$ cat src/rtl/pixel_mem_arb.sv
// Single-port pixel RAM arbiter: VGA reads take absolute priority, SPI/UART writers share round-robin.
// Optional statistics counters are enabled by defining PIXEL_ARB_STATS_EN.
module pixel_mem_arb #(
  parameter int ADDR_W = 15,
  parameter int DATA_W = 15
) (
  input  logic              clk,
  input  logic              rst,
  input  logic              vga_req,
  input  logic [ADDR_W-1:0] vga_addr,
  output logic [DATA_W-1:0] vga_rdata,
  output logic              vga_rvalid,
  input  logic              spi_valid,
  input  logic [ADDR_W-1:0] spi_addr,
  input  logic [DATA_W-1:0] spi_data,
  output logic              spi_ready,
  input  logic              uart_valid,
  input  logic [ADDR_W-1:0] uart_addr,
  input  logic [DATA_W-1:0] uart_data,
  output logic              uart_ready,
  output logic              mem_en,
  output logic              mem_we,
  output logic [ADDR_W-1:0] mem_addr,
  output logic [DATA_W-1:0] mem_wdata,
  input  logic [DATA_W-1:0] mem_rdata
`ifdef PIXEL_ARB_STATS_EN
  ,
  output logic [15:0]       spi_wr_cnt,
  output logic [15:0]       uart_wr_cnt,
  output logic [15:0]       stall_cnt
`endif
);

  localparam int RD_LAT = 2;

  typedef struct packed {
    logic [ADDR_W-1:0] addr;
    logic [DATA_W-1:0] data;
  } wr_req_t;

  wr_req_t spi_req, uart_req, wr_sel;
  logic    vga_gnt, spi_gnt, uart_gnt, wr_gnt;
  logic    last_uart;
  logic [RD_LAT:1] vld_pipe;

  assign spi_req  = '{addr: spi_addr,  data: spi_data};
  assign uart_req = '{addr: uart_addr, data: uart_data};

  // last_uart=1 means SPI holds the turn on the next contention
  always_comb begin
    vga_gnt  = 1'b0;
    spi_gnt  = 1'b0;
    uart_gnt = 1'b0;
    if (!rst) begin
      if (vga_req)
        vga_gnt = 1'b1;
      else if (spi_valid && (!uart_valid || last_uart))
        spi_gnt = 1'b1;
      else if (uart_valid)
        uart_gnt = 1'b1;
    end
  end

  assign wr_gnt     = spi_gnt | uart_gnt;
  assign wr_sel     = spi_gnt ? spi_req : uart_req;
  assign spi_ready  = spi_gnt;
  assign uart_ready = uart_gnt;

  always_ff @(posedge clk) begin
    if (rst) begin
      mem_en    <= 1'b0;
      mem_we    <= 1'b0;
      mem_addr  <= '0;
      mem_wdata <= '0;
      last_uart <= 1'b1;
      vld_pipe  <= '0;
    end else begin
      mem_en <= vga_gnt | wr_gnt;
      mem_we <= wr_gnt;
      if (vga_gnt) begin
        mem_addr <= vga_addr;
      end else if (wr_gnt) begin
        mem_addr  <= wr_sel.addr;
        mem_wdata <= wr_sel.data;
      end
      if (wr_gnt)
        last_uart <= uart_gnt;
      vld_pipe <= {vld_pipe[RD_LAT-1:1], vga_gnt};
    end
  end

  // RAM read data is registered one cycle after mem_en, so it lines up with the pipe tail
  assign vga_rvalid = vld_pipe[RD_LAT];
  assign vga_rdata  = mem_rdata;

`ifdef PIXEL_ARB_STATS_EN
  function automatic logic [15:0] sat_inc(input logic [15:0] v);
    return (v == 16'hFFFF) ? v : v + 16'd1;
  endfunction

  logic stall;
  assign stall = (spi_valid & ~spi_gnt) | (uart_valid & ~uart_gnt);

  always_ff @(posedge clk) begin
    if (rst) begin
      spi_wr_cnt  <= '0;
      uart_wr_cnt <= '0;
      stall_cnt   <= '0;
    end else begin
      if (spi_gnt)  spi_wr_cnt  <= sat_inc(spi_wr_cnt);
      if (uart_gnt) uart_wr_cnt <= sat_inc(uart_wr_cnt);
      if (stall)    stall_cnt   <= sat_inc(stall_cnt);
    end
  end
`endif

endmodule

$ cat config.mk
export PLATFORM = sky130hd
export DESIGN_NAME = pixel_mem_arb
export DESIGN_NICKNAME = d
export VERILOG_FILES = /design/src/rtl/pixel_mem_arb.sv
export SDC_FILE = /design/constraint.sdc
export NUM_CORES = 1
export LEC_CHECK = 0
export BUFFER_PORTS_ARGS = -buffer_cell sky130_fd_sc_hd__buf_4
export CAP_MARGIN = 20
export CORE_MARGIN = 3
export CORE_UTILIZATION = 41
export CTS_BUF_LIST = sky130_fd_sc_hd__clkbuf_8
export DETAILED_ROUTE_END_ITERATION = 12
export GPL_ROUTABILITY_DRIVEN = 0
export GPL_TIMING_DRIVEN = 0
export HOLD_SLACK_MARGIN = 0.05
export PLACE_DENSITY = 0.83
export SLEW_MARGIN = 20
export SYNTH_ARGS = -nofsm -noshare
export SYNTH_HDL_FRONTEND = slang
export SYNTH_SLANG_ARGS = --single-unit
$ cat constraint.sdc
create_clock -name clk -period 1.7 [get_ports clk]
set_input_delay 0.34 -clock clk [delete_from_list [all_inputs] [get_ports clk]]
set_output_delay 0.34 -clock clk [all_outputs]
set_load 0.005 [all_outputs]
==> qor.tcl <==
set qor(total_leakage_power_nw) 1.43
set qor(grt_pass1_vias) 2059
set qor(synth.top_cells.by_count) {sky130_fd_sc_hd__dfxtp_1, sky130_fd_sc_hd__nand2_1, sky130_fd_sc_hd__nor2_1, sky130_fd_sc_hd__buf_4, sky130_fd_sc_hd__mux2i_1}
set qor(grt_start_max_net_pins) 20
set qor(fmax_mhz) 622
set qor(crit_chain) {o21ai_4, buf_12, nor3_1, buf_4}
set qor(regToRegStartpoint) {last_uart}
set qor(cts_hold_buf) 0
set qor(critical-path-top-delay-family) {flip-flops}
set qor(max_cap_viol_count) 0
set qor(number_of_nets_in_the_finished_design) 433
set qor(core_region_area_um2) 4170
set qor(startpoint_type) {flip-flop}
set qor(cp_max_fo) 19
set qor(cp_slowest_cell) {sky130_fd_sc_hd__dfxtp_2}
set qor(root_buffer) {sky130_fd_sc_hd__clkbuf_8}
set qor(ant_nets) 0
set qor(floorplan_die_width_um) 73.0
set qor(tritoncts) {done}
set qor(yosys.area.top_type_share_pct) 38.0
set qor(syn_nets) 298
set qor(totalPowerFinal_mw) 2.08
set qor(synth_top_cell_by_area) {sky130_fd_sc_hd__dfxtp_1}
set qor(yosysSeqAreaShare_pct) 38.0
set qor(route.detailed.vias_per_inst) 5.27
set qor(cp.arrival_ps) 1270
set qor(number_of_antenna_violations_at_the_first_check_in_global_routing) 0
set qor(area_growth_pct) 61.9
set qor(insertedDiodeCount) 0
set qor(irDropWorstVdd_mv) 0.627
set qor(synth_cell_type_count) 32
set qor(worst_slew_margin_rel_pct) 57.6
set qor(synth_flop_cell) {sky130_fd_sc_hd__dfxtp_1}
set qor(final.hold.worst_slack_ps) 327
set qor(cts-root-to-sink-buffers) 2
set qor(synthesis.area_um2) 1840
set qor(detailroute.via_count) 2044
set qor(cp-end-kind) {primary output}
set qor(dr.first_iter.drc_count) 74
set qor(drt_drc_violations_left) 0
set qor(slowest_delay_ps) 360
set qor(io_buffer_count) 129
set qor(synth-async-reset-ratio_pct) 0
set qor(syn_area_per_cell_um2) 9.08
set qor(finalWorstPathRequiredPeriod_ps) 1610
set qor(min-delay-path-class) {primary input to flip-flop}
set qor(finalHoldViolCount) 0
set qor(startpoint) {last_uart}
set qor(clkLatencyLatePin_ps) 280
set qor(post_dp_cell_area_um2) 2870
set qor(drt-total-wl_um) 5750
set qor(gate_count_after_technology_mapping) 203
set qor(starting_utilization_of_the_core_area_pct) 44.2
set qor(grt_setup_unrepaired) {false}
set qor(final.fill_count) 335
set qor(cts-buffers-inserted) 5
set qor(finalWorstSetupSlack_ps) 91.5
set qor(pre_cts_slack_ps) -97.0
set qor(min-delay-start) {uart_valid}
set qor(powerDensity_nw_per_um2) 696
set qor(layout-drive-gt1-share_pct) 55.9
set qor(wire_per_inst_um) 14.8
set qor(finalInstanceArea_um2) 2980
set qor(timing.final.setup_violations) 0
set qor(estimated_wirelength_of_the_detail_placed_design_um) 4540
set qor(global_route_congestion_overflow_total) 0
set qor(final.setup_skew_ps) 4.07
set qor(timing.setup.critical_path_class) {flip-flop to primary output}
set qor(dr.pass1.iters) 4
set qor(fp.dieArea_um2) 5340
set qor(cts.sink_count) 35
set qor(yosys.cell_count.top_type) {sky130_fd_sc_hd__dfxtp_1}
set qor(timing.final.max_slew_violations) 0
set qor(synth.area.top_cells) {sky130_fd_sc_hd__dfxtp_1, sky130_fd_sc_hd__a311oi_2, sky130_fd_sc_hd__mux2i_1}
set qor(status) {finished, final reports clean}
set qor(final_util_pct) 71.5
set qor(globalRouteTotalUtil_pct) 21.1
set qor(ctsHtreeMaxLevel) 2
set qor(grt_first_pass_wirelength_um) 8810
set qor(clock_pin_slew_on_the_worst_setup_and_hold_paths_ps) 60
set qor(required_ps) 1360
set qor(ys_ff_latch) 35
set qor(ys.warnings.count) 0
set qor(fp.dieH_um) 73.0
set qor(ioPinCount) 145
set qor(placement_rows) 23
set qor(worst_pin_slew_ps) 636
set qor(finalCritPeriodShare_pct) 94.6
set qor(critical_path_buf_inv_count) 2
set qor(synth_enable_flop_cells) 0
[kinds of logic (layout without fill, tap and decap cells)]
| kind of cell | Yosys count | after routing | synth area share [%] |
|---|---|---|---|
| buf+inv | 34 | 169 | 12.3 |
| mux | 14 | 14 | 7.60 |
| compound gates | 41 | 41 | 23.8 |
| simple gates | 79 | 79 | 18.3 |
| flops | 35 | 35 | 38.0 |
[placed cells by master (no fill, tap or decap), drive strengths merged, types with 5 or more instances in the layout]
cell / instances
buf: 153
dfxtp: 35
nand2: 32
nor2: 28
a311oi: 15
mux2i: 14
clkbuf: 12
nor3: 11
a2111oi: 11
a21oi: 5
[where the power goes]
part | switching [mW] | total [mW] | internal, mW | leakage (nW)
Sequential | 0.0326 | 0.913 | 0.880 | 0.290
Clock | 0.277 | 0.594 | 0.318 | 0.0470
Combinational | 0.233 | 0.568 | 0.335 | 1.09
[state kept, by name, indices dropped and copies added, names as in the netlist]
register / count
last_uart: 1
vld_pipe: 2
mem_en: 1
mem_we: 1
mem_wdata: 15
mem_addr: 15
[path summary, 6_finish.rpt]
| kind | endpoint | slack, ps | depth (start not counted) |
|---|---|---|---|
| worst min register to register | vld_pipe[2] | 440 | 1 |
| worst max-delay path | spi_ready | 90 | 4 |
| worst min-delay path | last_uart | 330 | 2 |
| worst max register to register | mem_wdata[3] | 230 | 5 |
[stage by stage]
| step | std cells | TNS, ps |
|---|---|---|
| final | 388 | 0 |
| after global routing | 388 | 0 |
| after CTS | 388 | -0.196 |
| after detailed placement | 382 | -173 |
| after global placement | 382 | -122 |
| after floorplan | 203 | 0 |
[what timing repair did]
item	CTS	global route
setup endpoints to repair	2	12
buffers inserted	0	0
gates resized for setup	5	5
pin swaps	0	1
[routing by layer]
layer	track usage, %	part of all wire (%)	wire, um
met1	22.3	36	2040
met2	38.3	53	3040
met3	6.47	9.6	550
met4	8.61	2.0	116
met5	0	0	0
[final cells by class]
type | instances | area (um^2) | area share (%)
Clock buffer | 6 | 82.6 | 2.77
Inverter | 3 | 16.3 | 0.545
Clock inverter | 1 | 5.00 | 0.168
Multi-Input combinational cell | 134 | 930 | 31.2
Buffer | 30 | 218 | 7.30
Tap cell | 50 | 62.6 | 2.10
Sequential cell | 35 | 702 | 23.5
Timing Repair Buffer | 129 | 968 | 32.5
Note: power is estimated with default switching activity, not from simulation.
